--- config.mk ---
export PLATFORM = sky130hd
export DESIGN_NAME = seg_scan_decoder_flat
export DESIGN_NICKNAME = d
export VERILOG_FILES = /design/src/rtl/seg_scan_if.sv /design/src/rtl/seg_scan_decoder.sv /design/src/flat_wrapper.sv
export SDC_FILE = /design/constraint.sdc
export NUM_CORES = 1
export LEC_CHECK = 0
export CAP_MARGIN = 15
export CORE_UTILIZATION = 40
export CTS_CLUSTER_SIZE = 12
export DETAILED_ROUTE_END_ITERATION = 8
export RECOVER_POWER = 100
export SETUP_SLACK_MARGIN = 0.1
export SLEW_MARGIN = 20
export SYNTH_ARGS = -nofsm -noshare
export SYNTH_HDL_FRONTEND = slang
export SYNTH_SLANG_ARGS = --single-unit
--- constraint.sdc ---
create_clock -name clk -period 2.3 [get_ports clk]
set_clock_uncertainty 0.15 [all_clocks]
set_input_delay 0.23 -clock clk [delete_from_list [all_inputs] [get_ports clk]]
set_output_delay 0.23 -clock clk [all_outputs]
set_load 0.005 [all_outputs]
--- src/rtl/seg_scan_if.sv ---
// seg_scan_if: anode/segment scan inputs and decoded frame outputs of seg_scan_decoder.
// Latency: none (wiring only); SEG_SCAN_ERR_EN adds the err_count output.
// Backpressure: none, the scan lines and frame outputs are free-running.
interface seg_scan_if;
  logic [3:0]  an;
  logic [6:0]  seg;
  logic        dp;
  logic [15:0] value;
  logic [3:0]  dp_mask;
  logic [3:0]  digit_ok;
  logic        frame_valid;
  logic        changed;
`ifdef SEG_SCAN_ERR_EN
  logic [7:0]  err_count;

  modport master (output an, seg, dp,
                  input  value, dp_mask, digit_ok, frame_valid, changed, err_count);
  modport slave  (input  an, seg, dp,
                  output value, dp_mask, digit_ok, frame_valid, changed, err_count);
`else
  modport master (output an, seg, dp,
                  input  value, dp_mask, digit_ok, frame_valid, changed);
  modport slave  (input  an, seg, dp,
                  output value, dp_mask, digit_ok, frame_valid, changed);
`endif
endinterface

--- src/rtl/seg_scan_decoder.sv ---
// seg_scan_decoder: samples a 4-digit multiplexed 7-segment scan into hex frames; SEG_SCAN_ERR_EN adds err_count.
// Latency: 2-cycle synchronizer, DWELL_MIN stable cycles per digit, frame commits 1 cycle after the 4th sample.
// Backpressure: none; frame_valid/changed are single-cycle pulses that are never held off.
module seg_scan_decoder #(
  parameter int unsigned DWELL_MIN = 4
) (
  input  logic      clk,
  input  logic      rst_n,
  seg_scan_if.slave bus
);

  typedef enum logic [1:0] {IDLE, DWELL, HELD, MULTI} state_t;

  localparam logic [7:0] CNT_LAST = 8'(DWELL_MIN - 1);

  state_t      state_q, state_d, cls_state;
  logic [7:0]  cnt_q, cnt_d, cls_cnt;
  logic [11:0] sync1_q, sync2_q, prev_q;
  logic [3:0]  s_an;
  logic [6:0]  s_seg;
  logic        s_dp;
  logic        in_chg, none_low, one_low, sample, commit;
  logic [1:0]  idx;
  logic [4:0]  dec;
  logic [15:0] stage_val_q, value_q;
  logic [3:0]  stage_dp_q, stage_ok_q, staged_q;
  logic [3:0]  dp_mask_q, digit_ok_q;
  logic        frame_valid_q, changed_q, first_q;

  // {ok, nibble}; unknown patterns and blank give ok=0 with nibble 0
  function automatic logic [4:0] decode(input logic [6:0] p);
    case (p)
      7'h40:   decode = 5'h10;
      7'h79:   decode = 5'h11;
      7'h24:   decode = 5'h12;
      7'h30:   decode = 5'h13;
      7'h19:   decode = 5'h14;
      7'h12:   decode = 5'h15;
      7'h02:   decode = 5'h16;
      7'h78:   decode = 5'h17;
      7'h00:   decode = 5'h18;
      7'h10:   decode = 5'h19;
      7'h08:   decode = 5'h1A;
      7'h03:   decode = 5'h1B;
      7'h46:   decode = 5'h1C;
      7'h21:   decode = 5'h1D;
      7'h06:   decode = 5'h1E;
      7'h0E:   decode = 5'h1F;
      default: decode = 5'h00;
    endcase
  endfunction

  assign s_an   = sync2_q[11:8];
  assign s_seg  = sync2_q[7:1];
  assign s_dp   = sync2_q[0];
  assign in_chg = (sync2_q != prev_q);
  assign dec    = decode(s_seg);
  assign commit = (staged_q == 4'hF);

  // two-flop synchronizer plus a copy of the previous synchronized pattern for change detection
  always_ff @(posedge clk or negedge rst_n) begin
    if (!rst_n) begin
      sync1_q <= '1;
      sync2_q <= '1;
      prev_q  <= '1;
    end else begin
      sync1_q <= {bus.an, bus.seg, bus.dp};
      sync2_q <= sync1_q;
      prev_q  <= sync2_q;
    end
  end

  // classify the anode pattern: none low, exactly one low (with its index), or several low
  always_comb begin
    none_low = (s_an == 4'hF);
    one_low  = 1'b0;
    idx      = 2'd0;
    case (s_an)
      4'b1110: begin one_low = 1'b1; idx = 2'd0; end
      4'b1101: begin one_low = 1'b1; idx = 2'd1; end
      4'b1011: begin one_low = 1'b1; idx = 2'd2; end
      4'b0111: begin one_low = 1'b1; idx = 2'd3; end
      default: ;
    endcase
    if (none_low) begin
      cls_state = IDLE;
      cls_cnt   = 8'd0;
    end else if (one_low) begin
      cls_state = DWELL;
      cls_cnt   = 8'd1;
    end else begin
      cls_state = MULTI;
      cls_cnt   = 8'd0;
    end
  end

  // FSM state and dwell counter registers
  always_ff @(posedge clk or negedge rst_n) begin
    if (!rst_n) begin
      state_q <= IDLE;
      cnt_q   <= 8'd0;
    end else begin
      state_q <= state_d;
      cnt_q   <= cnt_d;
    end
  end

  // next state: count stable cycles in DWELL, sample on reaching DWELL_MIN, re-classify on any change
  always_comb begin
    state_d = state_q;
    cnt_d   = cnt_q;
    sample  = 1'b0;
    case (state_q)
      IDLE, MULTI: begin
        state_d = cls_state;
        cnt_d   = cls_cnt;
      end
      DWELL: begin
        if (in_chg) begin
          state_d = cls_state;
          cnt_d   = cls_cnt;
        end else if (cnt_q == CNT_LAST) begin
          sample  = 1'b1;
          cnt_d   = cnt_q + 8'd1;
          state_d = HELD;
        end else begin
          cnt_d   = cnt_q + 8'd1;
        end
      end
      HELD: begin
        if (in_chg) begin
          state_d = cls_state;
          cnt_d   = cls_cnt;
        end
      end
      default: ;
    endcase
  end

  // staging slots and frame commit; a commit reads the old slots so a same-cycle sample opens the next frame
  always_ff @(posedge clk or negedge rst_n) begin
    if (!rst_n) begin
      stage_val_q   <= 16'h0000;
      stage_dp_q    <= 4'h0;
      stage_ok_q    <= 4'h0;
      staged_q      <= 4'h0;
      value_q       <= 16'h0000;
      dp_mask_q     <= 4'h0;
      digit_ok_q    <= 4'h0;
      frame_valid_q <= 1'b0;
      changed_q     <= 1'b0;
      first_q       <= 1'b1;
    end else begin
      frame_valid_q <= commit;
      changed_q     <= 1'b0;
      if (commit) begin
        value_q    <= stage_val_q;
        dp_mask_q  <= stage_dp_q;
        digit_ok_q <= stage_ok_q;
        changed_q  <= first_q ||
                      ({stage_val_q, stage_dp_q, stage_ok_q} != {value_q, dp_mask_q, digit_ok_q});
        first_q    <= 1'b0;
      end
      staged_q <= (commit ? 4'h0 : staged_q) | (sample ? (4'b0001 << idx) : 4'h0);
      if (sample) begin
        stage_val_q[{idx, 2'b00} +: 4] <= dec[3:0];
        stage_dp_q[idx]                <= ~s_dp;
        stage_ok_q[idx]                <= dec[4];
      end
    end
  end

  assign bus.value       = value_q;
  assign bus.dp_mask     = dp_mask_q;
  assign bus.digit_ok    = digit_ok_q;
  assign bus.frame_valid = frame_valid_q;
  assign bus.changed     = changed_q;

`ifdef SEG_SCAN_ERR_EN
  logic [7:0] err_q;
  logic       err_inc;

  assign err_inc = ((state_q != MULTI) && (state_d == MULTI)) ||
                   (sample && !dec[4] && (s_seg != 7'h7F));

  // saturating count of MULTI entries and undecodable non-blank samples
  always_ff @(posedge clk or negedge rst_n) begin
    if (!rst_n) begin
      err_q <= 8'h00;
    end else if (err_inc && (err_q != 8'hFF)) begin
      err_q <= err_q + 8'h01;
    end
  end

  assign bus.err_count = err_q;
`endif

endmodule

--- src/flat_wrapper.sv ---
// flat-port wrapper written by rule: the top's interface ports become plain ports
module seg_scan_decoder_flat 
#(
  parameter int unsigned DWELL_MIN = 4
)
  (clk, rst_n, bus_an, bus_seg, bus_dp, bus_value, bus_dp_mask, bus_digit_ok, bus_frame_valid, bus_changed);
  seg_scan_if bus_i ();
  input  logic clk;
  input  logic rst_n;
  input wire logic [$bits(bus_i.an)-1:0] bus_an;
  input wire logic [$bits(bus_i.seg)-1:0] bus_seg;
  input wire logic [$bits(bus_i.dp)-1:0] bus_dp;
  output wire logic [$bits(bus_i.value)-1:0] bus_value;
  output wire logic [$bits(bus_i.dp_mask)-1:0] bus_dp_mask;
  output wire logic [$bits(bus_i.digit_ok)-1:0] bus_digit_ok;
  output wire logic [$bits(bus_i.frame_valid)-1:0] bus_frame_valid;
  output wire logic [$bits(bus_i.changed)-1:0] bus_changed;
  assign bus_i.an = bus_an;
  assign bus_i.seg = bus_seg;
  assign bus_i.dp = bus_dp;
  assign bus_value = bus_i.value;
  assign bus_dp_mask = bus_i.dp_mask;
  assign bus_digit_ok = bus_i.digit_ok;
  assign bus_frame_valid = bus_i.frame_valid;
  assign bus_changed = bus_i.changed;
  seg_scan_decoder #(.DWELL_MIN(DWELL_MIN)) u_core (.clk(clk), .rst_n(rst_n), .bus(bus_i));
endmodule
==> flow_summary.ini <==
[yosys]
yosys_warnings = 0
synth_cells = 429
post-synth-top-count-cell = nand2_1
synth_edf_count = 0
seq_area_frac_synth = 0.556
yosys.area.top_type = dfrtp_1
synth_top_area_share = 0.346
synth_cell_types = 59
avgSynthCellArea_um2 = 10.8
synth_area_leaders = dfrtp_1 35%, dfstp_2 21%, nand2_1 6.8%
syn_area_um2 = 4630
synth_fp_nets = 449
ys_ff_latch = 101
synth-main-ff-cell = dfrtp_1
synth_common_cells = 84 x nand2_1, 64 x dfrtp_1, 37 x dfstp_2
async_flop_share = 1.00

[worst_setup_path]
critPathLaunchType = flop
critical_path_required_ns = 2.40
critical_path.max_stage_delay_ns = 0.59
cpMaxStageDelayCell = dfstp_2
crit_chain = xor2_1 > nor4_2 > and3_4 > nand4_1 > buf_4 > o31ai_1
path_class = flop to flop
critPathMaxFanout = 6
cp-end-kind = flop
arrival_ns = 2.33

[timing]
fin_ws_ns = 0.0692
relSlewSlack = 0.313
fin_crit_ns = 2.23
tightest_slew_ns = 1.03
hold_viol = 0
setup_viol = 0
slew_viol_final = 0
max_freq_mhz = 448
finalSetupTns_ns = 0
grt_setup_unrepaired = yes
finalCritPeriodShare = 0.970

[routing]
ant_nets = 0
vias = 3319
dr.pass1.iters = 4
wl_per_cell_um = 15.2
routed_wl_mm = 9.95
drc = 0
drtIter0Drc = 160
viasPerCell = 5.06

[status]
outcome = finished clean

[global_routing]
gr-total-overflow = 0
grt_pass1_vias = 3317
antenna_found_initial = 0
grt_max_degree = 44
grtUsageTotal = 0.179
grt_pass1_wl_mm = 16.2

[layout]
synthToLayoutAreaGrowth_pct = 26.8
num_antenna_cells = 0
nNetsFinal = 531
utilization = 0.532
finish.instance_area_um2 = 5870
drive_gt1_frac = 0.269

[placement]
placed_area_um2 = 5300
pre_cts_slack_ns = -0.138
io_buffers = 39
hpwl_mm = 6.76
globalplace.congestion = 0.787

[clock_tree]
clock_path_buffers = 2
clkTransAtPathRegs_ns = 0.07
insertion_delay_ns = 0.34
cts_tree = done
cts.sinks = 101
h-tree-depth = 3
cts-root-buf = clkbuf_16
numCtsBuffers = 9

[power]
power_density_nw_per_um2 = 621
power_mw = 3.64
vdd_drop_max_uv = 492
p_leak_nw = 2.66

[floorplanning]
start_util = 0.419
pin_count = 40
dieHeight_um = 110
die_x_um = 110
rows = 38
design.core.area_um2 = 11000
die-area_um2 = 12000

[min_path]
worstHoldPathType = flop to flop

[flow_run]
maxCapViolations = 0
## layout by cell type, fill, tap and decap left out, drive strengths merged, types with 5 or more instances in the layout
cell         Yosys  layout
nand2           84      84
dfrtp           64      64
buf             12      42
dlygate4sd3      0      39
dfstp           37      37
o21ai           24      24
xnor2           23      23
inv             19      21
clkbuf           7      19
nor2            16      16
xor2            16      16
nand4           15      15
nand3           10      10
mux2i            8       8
nor3             7       7
a21oi            6       6
ha               6       6
nand3b           5       5
o31ai            5       5
and3             5       5
nor4bb           5       5
## metal layers
metal  share of wire  vias up  track usage  wire, µm
met1            0.45     1609        0.229      4500
li1                -     1624            -         -
met2            0.50       73        0.301      4930
met3           0.037       13       0.0379       370
met5               0        -            0         0
met4           0.015        0       0.0600       146
## cell type report
class	count	area, µm²
clock inverters	6	60.1
repair buffers	90	768
flip-flops and latches	101	2570
fillers	993	5160
clock buffers	10	229
multi-input cells	290	1990
inverters	19	71.3
well taps	140	175
## registers in the layout, indices dropped and copies added (netlist names)
signal	cells
u_core.bus.changed	1
u_core.bus.digit_ok	4
u_core.bus.dp_mask	4
u_core.bus.frame_valid	1
u_core.bus.value	16
u_core.cnt_q	8
u_core.first_q	1
u_core.prev_q	12
u_core.stage_dp_q	4
u_core.stage_ok_q	4
u_core.stage_val_q	16
u_core.staged_q	4
u_core.state_q	2
u_core.sync1_q	12
u_core.sync2_q	12
## worst paths after layout
check	depth (start not counted)	slack, ns	endpoint	start
worst max-delay path	6	0.07	u_core.stage_val_q[6]	u_core.sync2_q[3]
worst min-delay path	0	0.20	u_core.sync2_q[4]	u_core.sync1_q[4]
worst max register to register	6	0.07	u_core.stage_val_q[6]	u_core.sync2_q[3]
worst min register to register	0	0.20	u_core.sync2_q[4]	u_core.sync1_q[4]
max in group asynchronous	3	0.38	u_core.cnt_q[0]	rst_n
min in group asynchronous	2	0.45	u_core.bus.digit_ok[0]	rst_n
## power breakdown
part	switching (mW)	total [mW]	internal, mW
sequential	0.0366	1.88	1.84
combinational	0.144	0.259	0.115
clock	0.658	1.50	0.843
total	0.839	3.64	2.80
## through the flow
stage | hold slack (ns) | cells
finish | 0.199 | 656
global route | 0.205 | 656
CTS | 0.127 | 646
detailed placement | 0.106 | 617
global placement | 0.106 | 617
floorplan | -0.216 | 429
## worst max-delay path: cells and delay by family (launching register included)
kind	cells	cell delay [ns]
DFF	1	0.59
and+or+nand+nor	3	0.87
buffers and inverters	1	0.22
AOI/OAI and AO/OA	1	0.22
xor gates and xnor gates	1	0.10
## repair_timing
item	in CTS	in global routing
hold endpoints to repair	20	0
buffers inserted	12	10
pin swaps	4	12
hold buffers	1	0
resized for setup	12	23
setup endpoints to repair	23	27
## logic make-up (layout without fill, tap and decap cells)
family / Yosys count / count (layout) / synth area share
AOI/OAI and AO/OA: 61 / 61 / 0.0857
xor gates and xnor gates: 39 / 39 / 0.0738
buffers and inverters: 38 / 125 / 0.0392
and+or+nand+nor: 172 / 172 / 0.201
adders and majority gates: 6 / 6 / 0.0162
DFF: 101 / 101 / 0.556
muxes: 12 / 12 / 0.0279
No activity file was read; power rests on OpenSTA's default activity.
